### src/rtl/alu_stage.sv
// alu_stage: registered Hack-style ALU with a 2-entry result queue and
// valid/ready handshakes on both the operand side and the writeback side.

// Existing 16-bit bitwise AND block, reused as the f=0 path of the ALU.
module and16 (
    input  logic [15:0] a,
    input  logic [15:0] b,
    output logic [15:0] y
);

    assign y = a & b;

endmodule

module alu_stage #(
    parameter int WIDTH = 16
) (
    input  logic             clk,
    input  logic             reset,
    input  logic             inValid,
    output logic             inReady,
    input  logic [WIDTH-1:0] inA,
    input  logic [WIDTH-1:0] inB,
    input  logic [5:0]       ctrl,
    output logic             outValid,
    input  logic             outReady,
    output logic [WIDTH-1:0] out,
    output logic             zr,
    output logic             ng
);

    // Control word fields
    logic zx, nx, zy, ny, fn, no;
    assign {zx, nx, zy, ny, fn, no} = ctrl;

    // Datapath signals
    logic [WIDTH-1:0] x1, x2, y1, y2;
    logic [WIDTH-1:0] and_r, sum_r, r, o;

    // Queue entries hold {result, zero flag, negative flag}; entry0 is the head
    logic [WIDTH+1:0] entry_new;
    logic [WIDTH+1:0] entry0;
    logic [WIDTH+1:0] entry1;
    logic [1:0]       count;
    logic             push, pop;

    and16 u_and (
        .a (x2),
        .b (y2),
        .y (and_r)
    );

    // Hack function on the operands currently offered; only stored when pushed
    always_comb begin
        x1        = zx ? '0 : inA;
        x2        = nx ? ~x1 : x1;
        y1        = zy ? '0 : inB;
        y2        = ny ? ~y1 : y1;
        sum_r     = x2 + y2;
        r         = fn ? sum_r : and_r;
        o         = no ? ~r : r;
        entry_new = {o, (o == '0), o[WIDTH-1]};
    end

    // Handshake status depends only on the registered occupancy
    assign inReady  = (count != 2'd2);
    assign outValid = (count != 2'd0);
    assign push     = inValid && inReady;
    assign pop      = outValid && outReady;

    // Head drives the outputs, which read as zero while the queue is empty
    assign out = outValid ? entry0[WIDTH+1:2] : '0;
    assign zr  = outValid & entry0[1];
    assign ng  = outValid & entry0[0];

    // FIFO update; simultaneous push and pop only happens with one entry held,
    // in which case the new result replaces the departing head directly
    always_ff @(posedge clk) begin
        if (reset) begin
            count  <= 2'd0;
            entry0 <= '0;
            entry1 <= '0;
        end else if (push && pop) begin
            entry0 <= entry_new;
        end else if (push) begin
            if (count == 2'd0) begin
                entry0 <= entry_new;
            end else begin
                entry1 <= entry_new;
            end
            count <= count + 2'd1;
        end else if (pop) begin
            entry0 <= entry1;
            entry1 <= '0;
            count  <= count - 2'd1;
        end
    end

endmodule

### config.mk
export PLATFORM = sky130hd
export DESIGN_NAME = alu_stage
export DESIGN_NICKNAME = d
export VERILOG_FILES = /design/src/rtl/alu_stage.sv
export SDC_FILE = /design/constraint.sdc
export NUM_CORES = 1
export LEC_CHECK = 0
export ABC_CLOCK_PERIOD_IN_PS = 5200
export CORE_MARGIN = 5
export CORE_UTILIZATION = 55
export DETAILED_ROUTE_END_ITERATION = 6
export PLACE_DENSITY = 0.81
export REMOVE_ABC_BUFFERS = 1
export SLEW_MARGIN = 20
export SYNTH_ARGS = -nofsm -noshare
export SYNTH_HDL_FRONTEND = slang
export SYNTH_HIERARCHICAL = 1
export SYNTH_SLANG_ARGS = --single-unit
export TNS_END_PERCENT = 30
### constraint.sdc
create_clock -name clk -period 5.2 [get_ports clk]
set_input_delay 0.78 -clock clk [delete_from_list [all_inputs] [get_ports clk]]
set_output_delay 0.78 -clock clk [all_outputs]
set_load 0.005 [all_outputs]
* After elaboration in Yosys (flattened, before gate mapping)
Cells that the tools add are included.
** Storage, ports and cells
- Logic and storage cells :: 43
- Memories kept :: 0
- Memory bits (read-only) :: 0
- Input bits :: 42
- Bits in latches :: 0
- RAM bits :: 0
- Register bits after elaboration :: 38
** Operators by class
- Shift-type cells :: 0
- Add/sub/neg operators :: 3
- Reductions and logical operators :: 11
- Multipliers :: 0
- Div/mod/pow operators :: 0
- Bitwise gates (word level) :: 7
- Equality and inequality tests :: 3
- $lt $le $gt $ge :: 0
- Muxes and demuxes :: 16
** Operator list (number)
- $mux 18 :: 7
- $mux 16 :: 7
- $not 16->16 :: 3
- $add 16x16->16 :: 1
- $and 16x16->16 :: 1
- $logic_not 16->1 :: 1
- $mux 2 :: 2
- $ne 2x2->1 const B :: 2
- $reduce_and 2->1 :: 2
- $reduce_bool 2->1 :: 2
- $logic_and 1x1->1 :: 3
- $ne 3x1->1 const B :: 1
- $reduce_and 3->1 :: 1
- $reduce_bool 3->1 :: 1
- $add 2x1->2 const B :: 1
- $and 1x1->1 :: 2
- $logic_not 2->1 :: 1
- $sub 2x1->2 const B :: 1
- $not 1->1 :: 1

* Longest topological paths before layout
- Depth in word-level cells :: 11
- Gate-level depth with buffers :: 15

* Modules after synthesis
The synthesis kept the hierarchy.
** Modules (own cells, without submodules)
- alu_stage :: cells each 502, instances 1, area an instance 3860.0 µm², sequential area each 720.7 µm²
- and16 :: cells each 16, instances 1, area an instance 100.1 µm², sequential area each 0.0 µm²

* Least setup slack after synthesis
No wires, ideal clock.
- Path kind :: input -> register
- Start point :: input port ctrl[4]
- End point :: register entry0[1]
- Slack :: 0.917 ns
- Arrival time :: 4.187 ns
- Stages on the path :: 13
- Required time :: 5.104 ns
- Cells stage by stage :: buf_4 -> buf_1 -> xnor2_1 -> ha_1 -> inv_1 -> fa_1 -> or4_1 -> and4_4 -> or3_1 -> a31oi_1 -> nor4bb_1 -> o221ai_2 -> o41ai_2
** On the way
- Cells in the longest elaborated chain, start to end :: 9
- Elaborated cells between the ends (all ways) :: 10
- Classes of those cells :: add/sub (1); mux (6); bitwise (2); reduce/logical (1)
** Ends and longest elaborated chain
- start: declaration :: RTL line 24 : input logic [5:0] ctrl,
- $mux 16 * :: RTL line 56 : x2 = nx ? ~x1 : x1;
- via x2[0] :: RTL line 37 : logic [WIDTH-1:0] x1, x2, y1, y2;
- $add 16x16->16 / $and 16x16->16 (equally long branches) :: RTL line 59, 11
- $mux 16 * :: RTL line 60 : r = fn ? sum_r : and_r;
- $not 16->16 :: RTL line 61 : o = no ? ~r : r;
- $mux 16 * :: RTL line 61
- $logic_not 16->1 * :: RTL line 62 : entry_new = {o, (o == '0), o[WIDTH-1]};
- $mux 18 :: RTL line 86 : if (count == 2'd0) begin
- $mux 18 :: RTL line 85 : end else if (push) begin
- $mux 18 * :: RTL line 83 : end else if (push && pop) begin
- end signal: assignment :: RTL line 84 : entry0 <= entry_new;
- end signal: assignment :: RTL line 87 : entry0 <= entry_new;
- end signal: assignment :: RTL line 93 : entry0 <= entry1;
- end: declaration :: RTL line 42 : logic [WIDTH+1:0] entry0;
Mark *: on every way through the listed nets, which the timed path passes. The rest lies on a longest branch. The select of a mux whose other input is x is not followed.
A chain may end at the register's enable or synchronous reset.

* Worst setup path after layout
- Start point :: input port ctrl[5]
- End point :: register entry1[1]
** On the way
- Cells in the longest elaborated chain, start to end :: 10
- Elaborated cells between the ends (all ways) :: 11
- Classes of those cells :: add/sub (1); mux (6); bitwise (3); reduce/logical (1)
** Ends and longest elaborated chain
- $mux 16 * :: RTL line 55 : x1 = zx ? '0 : inA;
- $not 16->16 :: RTL line 56
- $mux 16 * :: RTL line 56
- via x2[0] :: RTL line 37
- $add 16x16->16 / $and 16x16->16 (equally long branches) :: RTL line 59, 11
- $mux 16 * :: RTL line 60
- $not 16->16 :: RTL line 61
- $mux 16 * :: RTL line 61
- $logic_not 16->1 * :: RTL line 62
- $mux 18 * :: RTL line 86
- $mux 18 * :: RTL line 85
- end signal: assignment :: RTL line 89 : entry1 <= entry_new;
- end: declaration :: RTL line 43 : logic [WIDTH+1:0] entry1;
Marked as above.

==> results.txt <==
At the end of routability-driven placement, the weighted congestion stood at 0.931. The completed layout was analyzed and its total power is 1.48 mW. The worst-margin pin slew was 1.07 ns; the sequential-to-total area share from yosys stat was 0.182. The antenna diode count is 0. The overall global routing resource usage came out at 0.221.

The share of synthesized cell area in full adder, half adder and majority cells was 0.0588. The first global-routing pass estimated 16400 um of wire. Once detail routing completed, the nets flagged for antenna violations numbered 0. For the post-route worst hold slack, the log shows 0.447 ns. The area inside the core boundary is 7140 um^2, and the critical path data required time is 5.39 ns. The largest buffer count on any clock path is 2, and the gate count of the mapped netlist is 518.

The wire length per cell after detailed routing is 14.6 um. After routing the design area is 4720 um^2. The element type at the critical path start was an input pin.

The tools report the least setup slack across all paths after layout as 0.761 ns. HPWL after detailed placement: 7760 um. The fraction of registers with async set or reset after synthesis is 0, and the mux share of post-synthesis cell area is 0.00821. Once placement finished, the instance area stood at 4650 um^2.

CTS saw 36 sinks. The relative contribution of the clock network to total power was 0.118; the pre-CTS setup slack was 0.466 ns. The count of nets after finishing is 627. In this run, synthesis inferred 0 flip-flops with an integrated enable.

Including well taps, the total number of placed cells is 659. For flop-to-flop paths, the worst setup slack is 2.07 ns. For the worst setup path, the data arrival time is 4.63 ns. The tools report the initial core utilization as 0.555. The class of the worst hold path is register to register. For the CTS buffer count, the log shows 5. The simple-gate portion of the synthesized area works out to 0.303. Share of the core filled with cells: 0.661. The run gives 637 uW as the switching power. Fraction of the mapped netlist area in compound gates: 0.218. The filler cell count in the final layout was 661; the mean area per synthesized cell was 7.64 um^2. The routed design could run at a clock period as short as 4.44 ns. The worst-case IR drop observed on VDD is 0.139 mV. The worst setup path is of the input pin to register kind.

The number of setup buffers added after CTS was 0. In this run the worst path has a maximum fanout of 11. The cell area power density was 313 nW/um^2. For the total congestion overflow, the log shows 0. For the worst-skew pair, the clock arrives at the later sink with an insertion delay of 0.28 ns.

The top cell types in the final layout, fill and taps aside, are clkdlybuf4s50_1, nor2_1, xnor2_1. Adding up every negative setup slack in the final design gives 0 ns. STA classifies the critical path endpoint as a register. Setup repair after global routing left no endpoint under its margin. Startpoint of the most critical register-to-register path: count[0]. Post-CTS repair changed the size of 0 cells. Across all layers, the routed design uses 3838 vias.

The overall die area was 9000 um^2; the total of flip-flops plus latches after synthesis was 36. The run finished with clean final reports. The final period utilization came out at 0.854.

The endpoint identified for the worst register-to-register timing path is entry1[1]. For the worst slew margin relative to its limit, the log shows 0.286. Leaving out fill and tap cells, the most frequent cell in the layout is clkdlybuf4s50_1. Across the run, the number of max-cap violations was 0. CTS placed an instance of clkbuf_8 at the clock tree root.

The count of H-tree levels built during CTS is 2, and the standby leakage power is 1.82 nW. Cell internal power was estimated by the tool at 842 uW. The number of antenna violations at the first check in global routing was 0.

The tools report the sequential group share of total power as 0.259. The switching part of the total power came out at 0.431. The main flop type after synthesis was dfxtp_1. Summed over all layers, the routed wires come to 9710 um. During synthesis, Yosys emitted a total of 6 warnings. For the count of unique library cells instantiated by Yosys, the log shows 69.

The horizontal die dimension was 94.9 um. The layout-stage area growth over the synthesis result is 19.2%, and the final-report hold violation count is 0. The achievable clock frequency is 0.225 GHz. TritonCTS built the clock tree. The detailed router finished its first iteration with 157 violations. In this run the tool buffered the top-level ports with 61 buffer cells. The xor/xnor share of the synthesized area is 0.187, and the total standard cell area after synthesis is 3960 um^2. Measured in cells, the most critical reg-to-reg path has a length of 11.

Across the routed clock network, the largest skew measured is 0.00351 ns. The worst hold path passes through 2 cells. The logic gate share of total power is 0.623, and the chip height is 94.9 um. The register clock-pin slew on the reported worst setup and hold paths was 0.06 ns; the first-pass detailed-route iteration total was 5. The fraction of layout cells with a size suffix above 1 works out to 0.0584. For hold timing, the worst endpoint is entry0[5]. The floorplan has 31 rows.

The total I/O pin count is 62. Dividing the detail-routed via count by the number of cells gives 5.78. The setup violation total in the final timing report is 0, and the pin count of the biggest net entering global routing is 38. Via count of the first global-routing pass: 3571. The worst hold path begins at entry0[5].

Number of buffers inserted for hold repair after clock tree synthesis: 0. After synthesis, the largest family of logic cells by area is simple AND/OR/NAND/NOR gates. The final count of pins violating max slew is 0. In the routed design, unresolved DRC markers number 0. Count of non-filler cells in the finished layout: 664.
-- synth_stat cells, types with 3 or more instances --
library cell | instances | area (um^2)
nor3_1 | 7 | 35.0
nor2_1 | 51 | 191
nand3_1 | 14 | 70.1
o21ai_0 | 8 | 40.0
and3_1 | 5 | 31.3
o31ai_1 | 3 | 22.5
nand2b_1 | 27 | 169
dfxtp_1 | 36 | 721
a221oi_1 | 3 | 26.3
nand4_1 | 6 | 37.5
o211ai_1 | 7 | 52.6
nand2b_2 | 3 | 26.3
a22oi_1 | 13 | 97.6
a311oi_1 | 5 | 43.8
nor2b_1 | 24 | 150
and2_1 | 17 | 106
clkbuf_1 | 20 | 75.1
a21o_1 | 13 | 97.6
ha_1 | 17 | 213
inv_1 | 9 | 33.8
or3_1 | 13 | 81.3
xor2_1 | 16 | 140
a211oi_1 | 7 | 52.6
nand2_1 | 49 | 184
a31oi_1 | 4 | 25.0
xnor2_1 | 50 | 438
xnor3_1 | 6 | 135
buf_1 | 6 | 22.5
a21oi_1 | 29 | 145
-- power groups by stage --
| stage | Clock [mW] | Combinational, mW | Sequential (mW) |
|---|---|---|---|
| global placement | 0 | 0.893 | 0.387 |
| finish | 0.174 | 0.922 | 0.383 |
| CTS | 0.177 | 0.919 | 0.383 |
| detailed placement | 0 | 0.915 | 0.389 |
| global route | 0.189 | 1.03 | 0.392 |
| floorplan | 0 | 0.627 | 0.379 |
-- logic make-up (layout without fill, tap and decap cells) --
group,count (synthesis),count (layout)
and+or+nand+nor,229,229
AOI/OAI and AO/OA,118,118
xor gates and xnor gates,73,73
buffers and inverters,41,88
DFF,36,36
adders and majority gates,18,18
muxes,3,3
-- flip-flops by register name, summed over array words and instances, names as in the netlist --
signal	flops
entry0	17
entry1	17
count	2
-- layer usage --
metal	vias to the layer above	global-route usage	share of wire
met4	0	0.0709	0.024
met1	1781	0.277	0.43
li1	1919	-	-
met3	19	0.0199	0.051
met2	119	0.398	0.49
met5	-	0	0
-- how the worst max path moves through the flow --
stage / start / endpoint / slack [ns] / depth (start not counted)
finish: ctrl[5] / entry1[1] / 0.76 / 13
global route: ctrl[5] / entry0[1] / 0.51 / 13
CTS: ctrl[5] / entry0[1] / 0.77 / 13
detailed placement: ctrl[5] / entry0[1] / 0.47 / 13
global placement: ctrl[5] / entry0[1] / 0.63 / 13
floorplan: ctrl[5] / entry0[1] / 1.42 / 12
-- final cells by class --
type,instances,area [um^2],share of cell area
Sequential cell,36,721,0.153
Tap cell,99,124,0.0262
Multi-Input combinational cell,441,3070,0.651
Timing Repair Buffer,72,693,0.147
Clock buffer,5,68.8,0.0146
Inverter,11,41.3,0.00875
-- worst max-delay path, stage by stage --
cell             delay [ns]
clkdlybuf4s50_1        0.59
nand2b_1               0.25
xnor2_1                0.19
ha_1                   0.21
inv_1                  0.06
fa_1                   0.42
or4_1                  0.56
and4_4                 0.19
o31ai_1                0.41
a221o_1                0.23
o2111ai_1              0.25
nand2b_1               0.25
o31ai_1                0.25
Power figures use the tool's default switching activity.
